[src/rtl/unified_mem_arbiter_pkg.sv]
// unified_mem_arbiter_pkg: shared FSM, size-code and owner encodings for the unified memory arbiter
package unified_mem_arbiter_pkg;
  typedef enum logic [1:0] {ST_IDLE, ST_BUSY, ST_DONE} state_e;
  typedef enum logic {OWN_IF, OWN_DM} owner_e;
  localparam logic [1:0] SZ_NONE = 2'b00;
  localparam logic [1:0] SZ_WORD = 2'b01;
  localparam logic [1:0] SZ_HALF = 2'b10;
  localparam logic [1:0] SZ_BYTE = 2'b11;
  function automatic logic [1:0] norm_size(input logic [1:0] s);
    return s == SZ_NONE ? SZ_WORD : s;
  endfunction
endpackage

[src/rtl/unified_mem_arbiter_latency_counter.sv]
// latency_counter: 4-bit loadable down-counter with zero flag, holds at zero
module latency_counter (
  input  logic       clk,
  input  logic       rst,
  input  logic       load_i,
  input  logic [3:0] load_val_i,
  input  logic       dec_i,
  output logic       zero_o
);
  logic [3:0] cnt_q, cnt_d;
  always_comb cnt_d = load_i ? load_val_i : (dec_i && cnt_q != 4'd0) ? cnt_q - 4'd1 : cnt_q;
  always_ff @(posedge clk or posedge rst)
    if (rst) cnt_q <= 4'd0;
    else cnt_q <= cnt_d;
  assign zero_o = cnt_q == 4'd0;
endmodule

[src/rtl/unified_mem_arbiter.sv]
// unified_mem_arbiter: serialises fetch and data-stage accesses onto one fixed-latency memory, DM has priority
module unified_mem_arbiter
  import unified_mem_arbiter_pkg::*;
#(
  parameter int MEM_LATENCY = 2
) (
  input  logic        Clk,
  input  logic        Reset,
  input  logic        IfReq,
  input  logic [31:0] IfAddr,
  output logic [31:0] IfData,
  output logic        IfDone,
  input  logic        DmReq,
  input  logic        DmWrite,
  input  logic [1:0]  DmSize,
  input  logic [31:0] DmAddr,
  input  logic [31:0] DmWData,
  output logic [31:0] DmRData,
  output logic        DmDone,
  output logic        IfStall,
  output logic        DmStall,
  output logic [31:0] MemAddr,
  output logic [31:0] MemWData,
  output logic [1:0]  MemWrite,
  output logic [1:0]  MemRead,
  input  logic [31:0] MemRData
);
  localparam logic [3:0] LAT_M1 = 4'(MEM_LATENCY - 1);
  state_e      state_q;
  owner_e      owner_q;
  logic [31:0] mem_addr_q, mem_wdata_q, if_data_q, dm_rdata_q;
  logic [1:0]  mem_write_q, mem_read_q;
  logic        if_done_q, dm_done_q, cnt_zero, grant;
  assign grant = state_q == ST_IDLE && (DmReq || IfReq);
  latency_counter u_cnt (
    .clk       (Clk),
    .rst       (Reset),
    .load_i    (grant),
    .load_val_i(LAT_M1),
    .dec_i     (state_q == ST_BUSY),
    .zero_o    (cnt_zero)
  );
  always_ff @(posedge Clk or posedge Reset)
    if (Reset) begin
      state_q     <= ST_IDLE;
      owner_q     <= OWN_IF;
      mem_addr_q  <= '0;
      mem_wdata_q <= '0;
      mem_write_q <= SZ_NONE;
      mem_read_q  <= SZ_NONE;
      if_data_q   <= '0;
      dm_rdata_q  <= '0;
      if_done_q   <= 1'b0;
      dm_done_q   <= 1'b0;
    end else begin
      case (state_q)
        ST_IDLE:
          if (DmReq) begin
            state_q     <= ST_BUSY;
            owner_q     <= OWN_DM;
            mem_addr_q  <= DmAddr;
            mem_wdata_q <= DmWrite ? DmWData : '0;
            mem_write_q <= DmWrite ? norm_size(DmSize) : SZ_NONE;
            mem_read_q  <= DmWrite ? SZ_NONE : norm_size(DmSize);
          end else if (IfReq) begin
            state_q     <= ST_BUSY;
            owner_q     <= OWN_IF;
            mem_addr_q  <= IfAddr;
            mem_wdata_q <= '0;
            mem_write_q <= SZ_NONE;
            mem_read_q  <= SZ_WORD;
          end
        ST_BUSY:
          if (cnt_zero) begin
            state_q     <= ST_DONE;
            if_done_q   <= owner_q == OWN_IF;
            dm_done_q   <= owner_q == OWN_DM;
            if (owner_q == OWN_IF) if_data_q <= MemRData;
            if (owner_q == OWN_DM && mem_read_q != SZ_NONE) dm_rdata_q <= MemRData;
            mem_addr_q  <= '0;
            mem_wdata_q <= '0;
            mem_write_q <= SZ_NONE;
            mem_read_q  <= SZ_NONE;
          end
        default: begin
          state_q   <= ST_IDLE;
          if_done_q <= 1'b0;
          dm_done_q <= 1'b0;
        end
      endcase
    end
  assign IfData   = if_data_q;
  assign IfDone   = if_done_q;
  assign DmRData  = dm_rdata_q;
  assign DmDone   = dm_done_q;
  assign MemAddr  = mem_addr_q;
  assign MemWData = mem_wdata_q;
  assign MemWrite = mem_write_q;
  assign MemRead  = mem_read_q;
  assign IfStall  = IfReq & ~if_done_q;
  assign DmStall  = DmReq & ~dm_done_q;
endmodule

[config.mk]
export PLATFORM = sky130hd
export DESIGN_NAME = unified_mem_arbiter
export DESIGN_NICKNAME = d
export VERILOG_FILES = /design/src/rtl/unified_mem_arbiter_pkg.sv /design/src/rtl/unified_mem_arbiter_latency_counter.sv /design/src/rtl/unified_mem_arbiter.sv
export SDC_FILE = /design/constraint.sdc
export NUM_CORES = 1
export LEC_CHECK = 0
export BUFFER_PORTS_ARGS = -buffer_cell sky130_fd_sc_hd__buf_2
export CAP_MARGIN = 40
export CORE_MARGIN = 2
export CORE_UTILIZATION = 43
export DETAILED_ROUTE_END_ITERATION = 16
export GPL_ROUTABILITY_DRIVEN = 0
export MAX_ROUTING_LAYER = met4
export PLACE_DENSITY = 0.82
export SKIP_LAST_GASP = 1
export SLEW_MARGIN = 20
export SYNTH_ARGS = -nofsm -noshare
export SYNTH_HDL_FRONTEND = slang
export SYNTH_HIERARCHICAL = 1
export SYNTH_SLANG_ARGS = --single-unit
[constraint.sdc]
create_clock -name Clk -period 4.88 [get_ports Clk]
set_input_delay 0.976 -clock Clk [delete_from_list [all_inputs] [get_ports Clk]]
set_output_delay 0.976 -clock Clk [all_outputs]
set_load 0.02 [all_outputs]
**Word level (Yosys, flattened, before mapping)**

Cells that the tools add are included.

- Add/sub/neg operators: 1
- Equality and inequality tests: 3
- Multiplexer cells: 29
- Bitwise gates (word level): 6
- Reductions and logical operators: 18

Operators with widths:

| cell | number |
|---|---|
| $mux 32 | 6 |
| $pmux 32 s2 | 2 |
| $mux 2 | 10 |
| $pmux 2 s2 | 3 |
| $reduce_and 3->1 | 3 |
| $mux 4 | 2 |
| $reduce_bool 2->1 | 4 |
| $reduce_and 2->1 | 3 |
| $logic_not 2->1 | 2 |
| $logic_not 4->1 | 1 |
| $mux 1 | 4 |
| $not 1->1 | 4 |
| $pmux 1 s2 | 2 |
| $reduce_bool 4->1 | 1 |
| $sub 4x1->4 const B | 1 |
| $logic_and 1x1->1 | 3 |
| $ne 3x3->1 const B | 1 |
| $and 1x1->1 | 2 |
| $eq 2x1->1 const B | 1 |
| $ne 2x2->1 const B | 1 |
| $logic_or 1x1->1 | 1 |

- Bits in registers: 141
- Bits of input ports: 135
- Output and inout port bits: 136
- Logic and storage cells: 68

**Longest topological paths before layout**

Gate-level depths: netlist (run 1).

- Word-level depth: 5
- Mapped depth: 11
- Gate-level depth less buffers: 7

**By module**

The synthesis (run 1) kept the hierarchy.

By module, submodules not included:

| module | instances | cells each | area an instance (µm²) | seq. area each (µm²) |
|---|---|---|---|---|
| unified_mem_arbiter | 1 | 493 | 5833.1 | 3428.3 |
| latency_counter | 1 | 28 | 256.5 | 100.1 |

**Worst setup path before layout (run 1)**

OpenSTA, ideal clock, no wires.

- Path kind: input to output
- Start point: input DmReq
- End point: output DmStall
- Data arrival time: 2.150 ns
- Data required time: 3.904 ns
- Path slack: 1.754 ns
- Stages: 4
- Path buffers: 3
- Cells stage by stage: clkbuf_1 > buf_2 > buf_1 > nor2b_1

- Cells in the longest elaborated chain, start to end: 1

RTL lines:

| item | RTL line | text |
|---|---|---|
| start, declared | unified_mem_arbiter.sv:13 | `input logic DmReq,` |
| $and 1x1->1 | unified_mem_arbiter.sv:101 | `assign DmStall = DmReq & ~dm_done_q;` |
| end, declared | unified_mem_arbiter.sv:21 | `output logic DmStall,` |

No other way between the ends.

**Final worst setup path (run 1)**

Same ends and word-level chain as after synthesis.

==> impl_metrics.env, run 1 <==
export IMPL_worst_path_stages=3
export IMPL_slew_viol_final=0
export IMPL_worst_skew_pair_late_latency_ps=410
export IMPL_overflow=0
export IMPL_first_pass_iters=5
export IMPL_pin_count=271
export IMPL_cts_num_sinks=141
export IMPL_antenna_found_initial=1
export IMPL_cts_made_buffers=17
export IMPL_holdWs_ps=472
export IMPL_syn_area_mm2=0.00609
export IMPL_pwr_share_comb_pct=41.5
export IMPL_reg2reg_slack_ps=2260
export IMPL_yosysWarningCount=6
export IMPL_cts_htree_levels=4
export IMPL_startpoint="DmReq"
export IMPL_status="completed"
export IMPL_start_util_pct=43.9
export IMPL_layout_drive_gt1_share_pct=49.0
export IMPL_cts_tree="built"
export IMPL_fin_skew_ps=6.79
export IMPL_cp_cell_sequence="buf_2 > nor2b_1 > buf_2"
export IMPL_dieArea_mm2=0.0151
export IMPL_cpMaxStageDelayCell="buf_2"
export IMPL_synth_area_per_cell_um2=11.7
export IMPL_wl_per_cell_um=16.2
export IMPL_p_sw_mw=2.12
export IMPL_crit_arrival_ps=1830
export IMPL_cpLargestDelayFamily="buffers and inverters"
export IMPL_dpl_hpwl_um=11100
export IMPL_ff2ff_path_depth=8
export IMPL_root_buffer="clkbuf_16"
export IMPL_cts_resized=0
export IMPL_max_clock_path_buffers=2
export IMPL_cp_max_fo=39
export IMPL_r2r_start="u_cnt/cnt_q[0]"
export IMPL_ir_drop_uv=288
export IMPL_cp_num_buf_inv=2
export IMPL_p_int_mw=3.31
export IMPL_drc_errors=0
export IMPL_grt_pass1_vias=4738
export IMPL_die_w_um=123
export IMPL_r2r_end="MemAddr[0]"
export IMPL_grt_pass1_wl_um=23800
export IMPL_timing_setup_tns_ps=0
export IMPL_post_cts_buffers=0
export IMPL_cap_violations=0
export IMPL_clk_pin_slew_worst_paths_ps=60
export IMPL_hold_viol=0
export IMPL_clockPowerShare_pct=23.5
export IMPL_pwr_share_seq_pct=35.0
export IMPL_rsz0062_at_grt="false"
export IMPL_hold_class="reg -> reg"
export IMPL_coreArea_mm2=0.0139
export IMPL_cts_hold_buf=0
export IMPL_startpoint_type="input port"
export IMPL_fmax_ghz=0.356
export IMPL_slowest_delay_ps=470
export IMPL_num_rows=43
export IMPL_avgViaCountPerCell=5.11
export IMPL_crit_required_ps=3900
export IMPL_setup_viol=0
export IMPL_vias=4954
export IMPL_track_usage_pct=21.2
export IMPL_die_y_um=123
export IMPL_area_delta_synth_final_pct=35.0
export IMPL_ys_seq_area_share_pct=57.9
export IMPL_crit_end="DmStall"
export IMPL_post_route_period_util_pct=57.6
export IMPL_postRouteAntennaNets=0
export IMPL_finalCriticalPeriod_ps=2810
export IMPL_io_buffers=270
export IMPL_power_leakage_nw=4.24
export IMPL_endpoint_kind="primary output"
export IMPL_grt_max_degree=69
export IMPL_ys_types=40
export IMPL_powerDensity_mw_per_mm2=661
export IMPL_switching_share_pct=39.0
export IMPL_drt_iter0_drc=249
export IMPL_slew_headroom_pct=53.1
export IMPL_ys_ff_latch=141
export IMPL_syn_inst=521
export IMPL_path_common_cell="buf_2"
export IMPL_tightest_slew_ps=704
export IMPL_nNetsFinal=912
export IMPL_worstSetupPathType="in -> out"
export IMPL_wl_um=15700
-- metrics by stage --
stage               cell area, um^2  utilization, %  total power [mW]  cells  worst slack, ps
floorplan                      6100               -              3.42    523              236
global placement               7540            54.3              4.09    933             1740
detailed placement             7610            54.8              4.16    936             2060
CTS                            8200            59.0              5.46    967             2030
global route                   8220            59.2              5.74    969             1920
finish                         8220            59.2              5.43    969             2070
-- synthesized netlist by cell type --
| cell | count | share of area, % |
|---|---|---|
| or3_1 | 1 | 0.10 |
| a21oi_1 | 5 | 0.41 |
| nor4_1 | 1 | 0.10 |
| buf_2 | 11 | 0.90 |
| o31a_1 | 1 | 0.14 |
| a32o_1 | 1 | 0.16 |
| a221o_1 | 1 | 0.16 |
| a31o_2 | 1 | 0.14 |
| o31ai_4 | 1 | 0.35 |
| o31ai_1 | 34 | 4.2 |
| nor3b_1 | 1 | 0.12 |
| and2_1 | 1 | 0.10 |
| buf_6 | 4 | 0.74 |
| mux2i_1 | 10 | 1.6 |
| nor2_1 | 3 | 0.18 |
| nand3b_1 | 1 | 0.12 |
| nand2b_1 | 2 | 0.21 |
| mux2_2 | 64 | 12 |
| nor3_1 | 1 | 0.082 |
| ha_1 | 1 | 0.21 |
| nand2_1 | 52 | 3.2 |
| and3_4 | 1 | 0.18 |
| o21ai_1 | 3 | 0.25 |
| clkbuf_1 | 31 | 1.9 |
| nor2b_1 | 4 | 0.41 |
| inv_1 | 8 | 0.49 |
| or3b_4 | 1 | 0.18 |
| a21o_1 | 1 | 0.12 |
| o21ai_0 | 58 | 4.8 |
| nand3_1 | 34 | 2.8 |
| or2_2 | 1 | 0.10 |
| conb_1 | 2 | 0.12 |
| nor4b_1 | 1 | 0.14 |
| and4b_2 | 1 | 0.18 |
| a22o_1 | 24 | 3.5 |
| o2bb2ai_1 | 9 | 1.3 |
| buf_1 | 2 | 0.12 |
| dfrtp_1 | 141 | 58 |
| nor3_2 | 1 | 0.16 |
| nor2b_4 | 1 | 0.23 |
-- cells in the final DEF (no fill, tap or decap), types with 3 or more instances in the layout --
cell,synthesis,layout
nand2_1,52,52
mux2i_1,10,10
mux2_2,64,64
nand3_1,34,34
buf_2,11,270
o21ai_1,3,3
clkbuf_8,0,5
conb_1,2,4
nor2b_1,4,4
a22o_1,24,24
buf_4,0,8
clkbuf_16,0,17
buf_12,0,3
clkbuf_1,31,3
dfrtp_1,141,141
inv_1,8,7
o2bb2ai_1,9,9
o21ai_0,58,58
a21oi_1,5,5
o31ai_1,34,34
clkinv_2,0,3
-- worst min path at each step --
stage | from | endpoint | slack (ps) | cells after the start
after floorplan | owner_q | owner_q | 520 | 1
after global placement | MemAddr[29] | MemAddr[29] | 460 | 1
after detailed placement | MemAddr[29] | MemAddr[29] | 460 | 1
after CTS | Reset | u_cnt/cnt_q[2] | 470 | 2
after global routing | Reset | u_cnt/cnt_q[1] | 490 | 2
final | MemAddr[29] | MemAddr[29] | 470 | 1
-- state kept, by name, indices dropped and copies added, names as in the netlist --
signal       count
DmDone           1
MemWrite         2
DmRData         32
IfDone           1
owner_q          1
IfData          32
MemRead          2
MemWData        32
MemAddr         32
u_cnt/cnt_q      4
state_q          2
-- logic make-up (layout without fill, tap and decap cells) --
group | after synthesis | in the layout | share of synthesized area [%]
flip-flops | 141 | 141 | 57.9
AO/OA/AOI/OAI | 139 | 139 | 15.5
AND/OR/NAND/NOR | 108 | 108 | 8.63
multiplexers | 74 | 74 | 13.5
buffers and inverters | 56 | 321 | 4.17
other | 2 | 5 | 0.123
adder cells (fa/ha/maj) | 1 | 1 | 0.205
-- cell type report --
cell class	count	area, um^2
Clock buffer	25	505
Inverter	8	35.0
Multi-Input combinational cell	326	2340
Sequential cell	141	3530
Timing Repair Buffer	282	1500
Clock inverter	6	82.6
Tap cell	180	225
Antenna cell	1	2.50
Fill cell	1165	5660
-- per-layer routing --
metal	share of wire (%)	wire [um]	track usage, %	up-vias
li1	-	-	-	2386
met1	42	6540	25.8	2316
met2	49	7670	33.6	227
met3	6.9	1080	5.03	25
met4	2.4	374	9.87	0
met5	0	0	-	-
-- power by group through the flow --
stage          sequential (mW)  clock (mW)  combinational (mW)
6_report                  1.90        1.27                2.25
5_1_grt                   1.96        1.35                2.43
4_1_cts                   1.90        1.31                2.25
3_5_place_dp              1.91           0                2.25
3_3_place_gp              1.90           0                2.19
2_1_floorplan             2.42           0               0.994
Power figures use the tool's default switching activity.
==> run 2, diff against run 1 <==
Settings changed: CORE_UTILIZATION 43 to 47, PLACE_DENSITY 0.82 to 0.85.
Clock period 4.88 ns to 2.8 ns, I/O delays scaled along.
==> run 2 against run 1 <==
Net effect:
- sequential power up 76%
- final cell count down 0.41%
- count of clock-buffer cells in the layout down 6
- hold slack worse by 420 ps
- highest routed layer unchanged
==> impl_metrics.env, run 2 (same netlist as run 1, synthesis figures left out) <==
export IMPL_path_common_cell="inv_1"
export IMPL_rsz0062_at_grt="false"
export IMPL_track_usage_pct=24.0
export IMPL_postRouteAntennaNets=0
export IMPL_area_delta_synth_final_pct=34.7
export IMPL_worst_skew_pair_late_latency_ps=410
export IMPL_cts_num_sinks=141
export IMPL_finalCriticalPeriod_ps=2450
export IMPL_dpl_cell_count=933
export IMPL_timing_setup_tns_ps=0
export IMPL_cpLargestDelayFamily="simple AND/OR/NAND/NOR gates"
export IMPL_reg2reg_slack_ps=350
export IMPL_endpoint_kind="flip-flop"
export IMPL_cp_num_buf_inv=3
export IMPL_worstSetupPathType="reg -> reg"
export IMPL_crit_arrival_ps=2750
export IMPL_status="completed"
export IMPL_fillers=1006
export IMPL_cp_max_fo=49
export IMPL_post_cts_buffers=0
export IMPL_power_mw=9.45
export IMPL_grtUsageMet1_pct=31.1
export IMPL_post_route_period_util_pct=87.6
export IMPL_final_cell_mix="buf_2, dfrtp_1, mux2_2"
export IMPL_cts_made_buffers=17
export IMPL_cp_cell_sequence="inv_1 > ha_1 > or3b_4 > inv_1 > nor2b_4 > or3_2 > buf_4 > a22o_1"
export IMPL_dieArea_mm2=0.0139
export IMPL_grt_max_degree=78
export IMPL_clk_pin_slew_worst_paths_ps=60
export IMPL_wl_per_cell_um=16.4
export IMPL_cts_tree="built"
export IMPL_finish_cell_count_without_fillers=965
export IMPL_grt_pass1_vias=5140
export IMPL_slowest_delay_ps=420
export IMPL_ir_drop_uv=761
export IMPL_overflow=0
export IMPL_dpl_hpwl_um=11000
export IMPL_cap_violations=0
export IMPL_crit_required_ps=3100
export IMPL_hold_viol=0
export IMPL_hold_class="in -> async"
export IMPL_pin_count=271
export IMPL_slew_headroom_pct=58.6
export IMPL_diodes=0
export IMPL_startpoint_type="flip-flop"
export IMPL_nNetsFinal=916
export IMPL_die_y_um=118
export IMPL_postLayoutCoreUtil_pct=65.0
export IMPL_r2r_start="u_cnt/cnt_q[0]"
export IMPL_max_clock_path_buffers=2
export IMPL_grtUsageMet2_pct=37.9
export IMPL_wl_um=15800
export IMPL_drt_iter0_drc=379
export IMPL_io_buffers=270
export IMPL_fin_skew_ps=9.77
export IMPL_busiest_layer="met2"
export IMPL_power_leakage_nw=4.22
export IMPL_start_util_pct=48.3
export IMPL_cpMaxStageDelayCell="or3b_4"
export IMPL_root_buffer="clkbuf_16"
export IMPL_coreArea_mm2=0.0126
export IMPL_vias=5110
export IMPL_cts_hold_buf=0
export IMPL_antenna_found_initial=0
export IMPL_fmax_ghz=0.408
export IMPL_cts_htree_levels=4
export IMPL_layout_drive_gt1_share_pct=49.6
export IMPL_drc_errors=0
export IMPL_use_met3_pct=4.89
export IMPL_tightest_slew_ps=621
export IMPL_setup_viol=0
export IMPL_ff2ff_path_depth=8
export IMPL_cts_resized=0
export IMPL_r2r_end="MemAddr[3]"
export IMPL_powerDensity_mw_per_mm2=1150
export IMPL_avgViaCountPerCell=5.30
export IMPL_first_pass_iters=5
export IMPL_grt_pass1_wl_um=26000
export IMPL_die_w_um=118
export IMPL_final_common_cell="buf_2"
export IMPL_slew_viol_final=0
export IMPL_num_rows=41
[run 2: final cells by class]
cell class              count  area, um^2  area share [%]
multi-input cells         326        2330            28.4
repair buffers            286        1520            18.5
well taps                 172         215            2.62
flip-flops and latches    141        3530            43.0
clock inverters            13         143            1.74
inverters                   8        33.8           0.412
clock buffers              19         433            5.28
[run 2: power breakdown]
| group | total (mW) | internal (mW) | switching (mW) |
|---|---|---|---|
| Sequential | 3.34 | 2.85 | 0.490 |
| Combinational | 3.93 | 1.49 | 2.44 |
| Clock | 2.18 | 1.31 | 0.864 |
| Total | 9.45 | 5.66 | 3.79 |
[run 2: through the flow]
stage	hold WS [ps]	worst slack (ps)	instance area [um^2]
after floorplan	326	442	6100
after global placement	467	425	7630
after detailed placement	469	349	7630
after CTS	31.7	353	8200
after global routing	38.9	245	8200
final	52.1	346	8200
[run 2: per-layer routing]
layer	vias to the layer above	part of all wire (%)
li1	2391	-
met1	2451	43
met2	241	49
met3	27	5.9
met4	0	1.7
met5	-	0
[run 2: how the worst max path moves through the flow]
stage                         from    endpoint  slack [ps]  cells after the start
finish              u_cnt/cnt_q[0]  MemAddr[3]         350                      8
global route        u_cnt/cnt_q[0]  MemAddr[3]         250                      8
CTS                 u_cnt/cnt_q[0]  MemAddr[3]         350                      8
detailed placement  u_cnt/cnt_q[0]  MemAddr[3]         350                      8
global placement    u_cnt/cnt_q[0]  MemAddr[3]         430                      8
floorplan           u_cnt/cnt_q[0]  MemAddr[0]         440                     11
